**config.mk**
```make
export PLATFORM = sky130hd
export DESIGN_NAME = dmem_access_unit
export DESIGN_NICKNAME = d
export VERILOG_FILES = /design/src/rtl/dmem_access_unit_pkg.sv /design/src/rtl/dmem_access_unit_lane_align.sv /design/src/rtl/dmem_access_unit.sv
export SDC_FILE = /design/constraint.sdc
export NUM_CORES = 1
export LEC_CHECK = 0
export CAP_MARGIN = 10
export CORE_ASPECT_RATIO = 0.5
export CORE_MARGIN = 1.5
export CORE_UTILIZATION = 50
export CTS_BUF_LIST = sky130_fd_sc_hd__clkbuf_8
export DETAILED_ROUTE_END_ITERATION = 10
export GPL_TIMING_DRIVEN = 1
export MAX_ROUTING_LAYER = met4
export PLACE_DENSITY = 0.89
export SKIP_CTS_REPAIR_TIMING = 1
export SLEW_MARGIN = 20
export SYNTH_ARGS = -nofsm -noshare
export SYNTH_HDL_FRONTEND = slang
export SYNTH_SLANG_ARGS = --single-unit
```
**constraint.sdc**
```tcl
create_clock -name clk -period 6.5 [get_ports clk]
set_input_delay 1.625 -clock clk [delete_from_list [all_inputs] [get_ports clk]]
set_output_delay 1.625 -clock clk [all_outputs]
set_load 0.05 [all_outputs]
```
**src/rtl/dmem_access_unit_pkg.sv**
```systemverilog
// Shared memop codes and FSM state encoding for the data-memory access unit.
package dmem_access_unit_pkg;

  localparam logic [2:0] MEM_LB  = 3'd0;
  localparam logic [2:0] MEM_LBU = 3'd1;
  localparam logic [2:0] MEM_LH  = 3'd2;
  localparam logic [2:0] MEM_LHU = 3'd3;
  localparam logic [2:0] MEM_LW  = 3'd4;
  localparam logic [2:0] MEM_SB  = 3'd5;
  localparam logic [2:0] MEM_SH  = 3'd6;
  localparam logic [2:0] MEM_SW  = 3'd7;

  typedef enum logic [1:0] {
    StIdle = 2'd0,
    StReq  = 2'd1,
    StDone = 2'd2
  } state_e;

endpackage

```
**src/rtl/dmem_access_unit_lane_align.sv**
```systemverilog
// Byte-lane aligner: store strobes and lane replication, load extraction and
// extension, and misalignment detection from memop and the low address bits.
module dmem_access_unit_lane_align
  import dmem_access_unit_pkg::*;
(
  input  logic [2:0]  i_memop,
  input  logic [1:0]  i_addr_lo,
  input  logic [31:0] i_wdata,
  input  logic [31:0] i_rdata,
  output logic [3:0]  o_wstrb,
  output logic [31:0] o_wdata_rep,
  output logic [31:0] o_rdata_ext,
  output logic        o_mis
);

  logic [7:0]  w_byte;
  logic [15:0] w_half;

  always_comb begin
    w_byte = i_rdata[7:0];
    case (i_addr_lo)
      2'd0:    w_byte = i_rdata[7:0];
      2'd1:    w_byte = i_rdata[15:8];
      2'd2:    w_byte = i_rdata[23:16];
      default: w_byte = i_rdata[31:24];
    endcase
  end

  assign w_half = i_addr_lo[1] ? i_rdata[31:16] : i_rdata[15:0];

  always_comb begin
    o_wstrb     = 4'b0000;
    o_wdata_rep = i_wdata;
    o_rdata_ext = i_rdata;
    o_mis       = 1'b0;
    case (i_memop)
      MEM_LB:  o_rdata_ext = {{24{w_byte[7]}}, w_byte};
      MEM_LBU: o_rdata_ext = {24'd0, w_byte};
      MEM_LH: begin
        o_rdata_ext = {{16{w_half[15]}}, w_half};
        o_mis       = i_addr_lo[0];
      end
      MEM_LHU: begin
        o_rdata_ext = {16'd0, w_half};
        o_mis       = i_addr_lo[0];
      end
      MEM_LW:  o_mis = (i_addr_lo != 2'd0);
      MEM_SB: begin
        o_wstrb     = 4'b0001 << i_addr_lo;
        o_wdata_rep = {4{i_wdata[7:0]}};
      end
      MEM_SH: begin
        o_wstrb     = 4'b0011 << {i_addr_lo[1], 1'b0};
        o_wdata_rep = {2{i_wdata[15:0]}};
        o_mis       = i_addr_lo[0];
      end
      MEM_SW: begin
        o_wstrb = 4'b1111;
        o_mis   = (i_addr_lo != 2'd0);
      end
      default: o_mis = 1'b0;
    endcase
  end

endmodule

```
**src/rtl/dmem_access_unit.sv**
```systemverilog
// MEM-stage data-memory access unit: req/ack bus master with timeout, lane
// alignment, address-error flags and a pipeline stall while an access is in flight.
module dmem_access_unit
  import dmem_access_unit_pkg::*;
#(
  parameter int unsigned TIMEOUT = 16,
  parameter int unsigned CNT_W   = 5
) (
  input  logic        clk,
  input  logic        rst,
  input  logic        memenM,
  input  logic        memwriteM,
  input  logic [2:0]  memopM,
  input  logic        flushM,
  input  logic [31:0] addrM,
  input  logic [31:0] wdataM,
  output logic [31:0] rdataM,
  output logic        mem_stall,
  output logic        adelM,
  output logic        adesM,
  output logic        bus_errM,
  output logic        bus_req,
  output logic        bus_wr,
  output logic [31:0] bus_addr,
  output logic [3:0]  bus_wstrb,
  output logic [31:0] bus_wdata,
  input  logic        bus_ack,
  input  logic [31:0] bus_rdata
);

  state_e           r_state;
  state_e           w_state_next;
  logic [CNT_W-1:0] r_cnt;
  logic             r_bus_req;
  logic             r_bus_wr;
  logic [31:0]      r_bus_addr;
  logic [3:0]       r_bus_wstrb;
  logic [31:0]      r_bus_wdata;
  logic [31:0]      r_rdata;
  logic             r_bus_err;

  logic [3:0]       w_wstrb;
  logic [31:0]      w_wdata_rep;
  logic [31:0]      w_rdata_ext;
  logic             w_mis;
  logic             w_start;
  logic             w_timeout;

  dmem_access_unit_lane_align u_lane_align (
    .i_memop     (memopM),
    .i_addr_lo   (addrM[1:0]),
    .i_wdata     (wdataM),
    .i_rdata     (bus_rdata),
    .o_wstrb     (w_wstrb),
    .o_wdata_rep (w_wdata_rep),
    .o_rdata_ext (w_rdata_ext),
    .o_mis       (w_mis)
  );

  assign adelM     = memenM & ~memwriteM & w_mis;
  assign adesM     = memenM & memwriteM & w_mis;
  assign w_start   = memenM & ~w_mis & ~flushM;
  assign w_timeout = (r_cnt == CNT_W'(TIMEOUT - 1));

  always_ff @(posedge clk or negedge rst) begin
    if (!rst) begin
      r_state <= StIdle;
    end else begin
      r_state <= w_state_next;
    end
  end

  // flushM is only honoured in IDLE; once on the bus the access must finish.
  always_comb begin
    w_state_next = r_state;
    case (r_state)
      StIdle:  if (w_start) w_state_next = StReq;
      StReq:   if (bus_ack || w_timeout) w_state_next = StDone;
      StDone:  w_state_next = StIdle;
      default: w_state_next = StIdle;
    endcase
  end

  always_comb begin
    mem_stall = 1'b0;
    case (r_state)
      StIdle:  mem_stall = w_start;
      StReq:   mem_stall = 1'b1;
      default: mem_stall = 1'b0;
    endcase
  end

  // Load data is extended at capture time, so rdataM is a plain register.
  always_ff @(posedge clk or negedge rst) begin
    if (!rst) begin
      r_cnt       <= '0;
      r_bus_req   <= 1'b0;
      r_bus_wr    <= 1'b0;
      r_bus_addr  <= '0;
      r_bus_wstrb <= '0;
      r_bus_wdata <= '0;
      r_rdata     <= '0;
      r_bus_err   <= 1'b0;
    end else begin
      case (r_state)
        StIdle: begin
          if (w_start) begin
            r_bus_req   <= 1'b1;
            r_bus_wr    <= memwriteM;
            r_bus_addr  <= {addrM[31:2], 2'b00};
            r_bus_wstrb <= w_wstrb;
            r_bus_wdata <= w_wdata_rep;
            r_cnt       <= '0;
          end
        end
        StReq: begin
          if (bus_ack) begin
            r_bus_req <= 1'b0;
            r_bus_wr  <= 1'b0;
            r_rdata   <= w_rdata_ext;
            r_bus_err <= 1'b0;
          end else if (w_timeout) begin
            r_bus_req <= 1'b0;
            r_bus_wr  <= 1'b0;
            r_rdata   <= '0;
            r_bus_err <= 1'b1;
          end else begin
            r_cnt <= r_cnt + CNT_W'(1);
          end
        end
        StDone:  r_bus_err <= 1'b0;
        default: r_bus_err <= 1'b0;
      endcase
    end
  end

  assign rdataM    = r_rdata;
  assign bus_errM  = r_bus_err;
  assign bus_req   = r_bus_req;
  assign bus_wr    = r_bus_wr;
  assign bus_addr  = r_bus_addr;
  assign bus_wstrb = r_bus_wstrb;
  assign bus_wdata = r_bus_wdata;

endmodule

```
==> impl_metrics.py <==
metrics = {
    "clocking": {
        "numCtsBuffers": 9,
        "cts_max_level": 3,
        "cts_num_sinks": 108,
        "cts_tree": "built",
        "insertion_delay_ns": 0.39,
        "cts.clk_slew.worst_paths_ns": 0.10,
        "cts_root_buffer": "clkbuf_8",
        "clockBufferDepth": 2,
    },
    "route": {
        "dr.first_iter.drc_count": 455,
        "drt-vias-per-instance": 5.98,
        "wire_per_inst_um": 19.9,
        "vias": 4971,
        "highest_layer": "met4",
        "m1WireLength_um": 6640,
        "wl_met3_um": 1150,
        "final_antenna_net_count": 0,
        "drtPass1Iterations": 5,
        "drcViolationCount": 0,
        "routed_wl_um": 16500,
        "route.met2.wl_um": 8290,
    },
    "floorplan": {
        "die_height_um": 78.6,
        "ios": 211,
        "die_area_um2": 12100,
        "fp.dieW_um": 154,
        "row_count": 27,
        "initial_core_util_pct": 51.7,
        "core-area_um2": 11000,
    },
    "flow_run": {
        "maxCapViolCount": 0,
    },
    "sta": {
        "fin_hold_ws_ns": 0.488,
        "finalHoldViolCount": 0,
        "maxSlewViolCount": 0,
        "setup_viol": 0,
        "period_minus_slack_ns": 5.56,
        "period_share_pct": 85.5,
        "setup_tns_ns": 0,
        "fin_ws_ns": 0.941,
        "relSlewSlack_pct": 32.4,
        "clock_skew_ns": 0.00822,
        "fmax_ghz": 0.180,
        "worstMarginPinSlew_ns": 1.01,
        "rsz0062_at_grt": "no",
    },
    "place": {
        "dpl.hpwl_um": 11900,
        "place_area_um2": 7810,
        "gp_congestion": 0.874,
        "pre_cts_ws_ns": 0.970,
        "io_buffers": 208,
        "place_inst": 814,
    },
    "power_and_ir_drop": {
        "peakVddDrop_mv": 0.311,
        "pwr-share-seq_pct": 29.4,
        "power_frac_comb_pct": 60.1,
        "p_leak_uw": 0.00335,
        "clock_power_share_pct": 10.5,
        "p_int_uw": 2050,
        "netSwitchingPower_uw": 1970,
        "swShare_pct": 49.0,
        "cellPowerDensity_nw_per_um2": 501,
    },
    "setup_path": {
        "endpoint_kind": "primary output",
        "crit_fanout": 17,
        "crit_path_start_kind": "input port",
        "timing.rr.start": "r_cnt[0]",
        "reg2reg_depth": 8,
        "rr_endpoint": "rdataM[22]",
        "crit_type": "in -> out",
        "regToRegSetupSlack_ns": 3.65,
        "crit_required_ns": 4.88,
        "worstPathArrival_ns": 3.93,
    },
    "layout": {
        "layout.nets": 788,
        "diodes": 0,
        "fin_cells": 831,
        "final_common_cell": "clkdlybuf4s50_1",
        "area_delta_synth_final_pct": 40.6,
        "design_area_um2": 8030,
        "drive_gt1_share_pct": 17.5,
        "final_cell_mix": "clkdlybuf4s50_1, dfrtp_1, mux2_2, o21ai_0, a22oi_1",
    },
    "synthesis": {
        "avgSynthCellArea_um2": 11.5,
        "synth_cells": 498,
        "syn_area_um2": 5710,
        "yosys_register_bits": 108,
        "ys_seq_area_share_pct": 47.3,
        "yosys_warnings": 0,
        "ys_types": 49,
    },
    "min_path": {
        "worstHoldPathType": "reg -> reg",
        "worstHoldEndpoint": "rdataM[10]",
        "holdPathStages": 2,
        "worstHoldStart": "rdataM[10]",
    },
    "grt": {
        "gr-usage-all-layers_pct": 28.4,
        "grt_pass1_wl_um": 26100,
        "grt_max_degree": 69,
        "grt_pass1_vias": 4987,
        "grt-ovfl-total": 0,
        "grt_antenna_before_repair": 0,
    },
    "run_status": {
        "run_status": "finished clean",
    },
}
[registers in the layout (all words and copies together) (netlist names)]
register / flops
bus_wstrb: 4
rdataM: 32
r_cnt: 5
bus_errM: 1
bus_req: 1
bus_addr: 30
bus_wdata: 32
r_state: 2
bus_wr: 1
[cell families (layout without fill, tap and decap cells)]
| kind of cell | count (synthesis) | count (layout) | synth area share, % |
|---|---|---|---|
| AO/OA/AOI/OAI | 144 | 144 | 16.9 |
| XOR/XNOR | 1 | 1 | 0.153 |
| adder cells (fa/ha/maj) | 2 | 2 | 0.438 |
| buffers and inverters | 55 | 242 | 4.56 |
| flip-flops | 108 | 108 | 47.3 |
| multiplexers | 101 | 101 | 22.1 |
| other | 1 | 2 | 0.0657 |
| AND/OR/NAND/NOR | 86 | 86 | 8.44 |
[metrics by stage]
| step | power (uW) | util, % |
|---|---|---|
| final | 4020 | 72.7 |
| after global routing | 4180 | 72.7 |
| after CTS | 4040 | 72.5 |
| after detailed placement | 3610 | 70.7 |
| after global placement | 3540 | 70.7 |
| after floorplan | 2750 | - |
[power groups by stage]
stage          clock network, uW  logic, uW  registers (uW)
6_report                     422       2420            1180
5_1_grt                      461       2500            1220
4_1_cts                      432       2420            1180
3_5_place_dp                   0       2420            1190
3_3_place_gp                   0       2380            1170
2_1_floorplan                  0        545            2200
[critical path, stage by stage]
cell,delay [ns]
clkdlybuf4s50_1,0.47
buf_4,0.25
xnor2_1,0.22
a21oi_1,0.12
o21ai_0,0.25
and2_1,0.20
clkdlybuf4s50_1,0.80
[synth_stat cells (all sizes together)]
cell	count	area, um^2
dfrtp	108	2700
mux2	82	998
o21ai	35	175
a22oi	25	188
clkbuf	24	90.1
nand2b	24	150
nand2	23	86.3
buf	22	136
a21oi	21	105
a31oi	17	106
mux2i	13	130
nor2b	11	76.3
a221oi	9	96.4
inv	9	33.8
o22ai	9	56.3
mux4	6	135
nor2	6	22.5
nor3	6	30.0
o221ai	6	52.6
o22a	6	52.6
nand3	5	30.0
a22o	4	35.0
and2	4	25.0
o211ai	3	22.5
o31ai	3	22.5
ha	2	25.0
a2111oi	1	8.76
a211oi	1	7.51
a21o	1	7.51
a32o	1	10.0
and2b	1	7.51
and3	1	6.26
and3b	1	8.76
conb	1	3.75
nand4b	1	8.76
nand4bb	1	11.3
nor4	1	12.5
o2111ai	1	8.76
o311a	1	10.0
or2	1	6.26
xnor2	1	8.76
[cell type report]
| class | instances | area [um^2] |
|---|---|---|
| multi-input combinational | 336 | 2760 |
| fill | 764 | 3020 |
| timing repair buffer | 217 | 2160 |
| inverter | 9 | 33.8 |
| clock buffer | 9 | 124 |
| clock inverter | 7 | 73.8 |
| tap | 145 | 181 |
| sequential | 108 | 2700 |
[routing by layer]
metal  vias up  global-route usage, %
met2       240                   46.9
met4         0                   10.5
met5         -                      -
li1       2208                      -
met1      2473                   34.8
met3        50                   5.91
[worst max-delay path by stage]
stage	slack (ns)	startpoint	end	cells after the start
2_1_floorplan	1.94	addrM[0]	mem_stall	5
3_3_place_gp	1.10	memopM[0]	adelM	7
3_5_place_dp	0.97	memopM[0]	adelM	7
4_1_cts	0.96	memopM[0]	adelM	7
5_1_grt	0.80	memopM[1]	adelM	7
6_report	0.94	memopM[0]	adelM	7
Power figures use the tool's default switching activity.
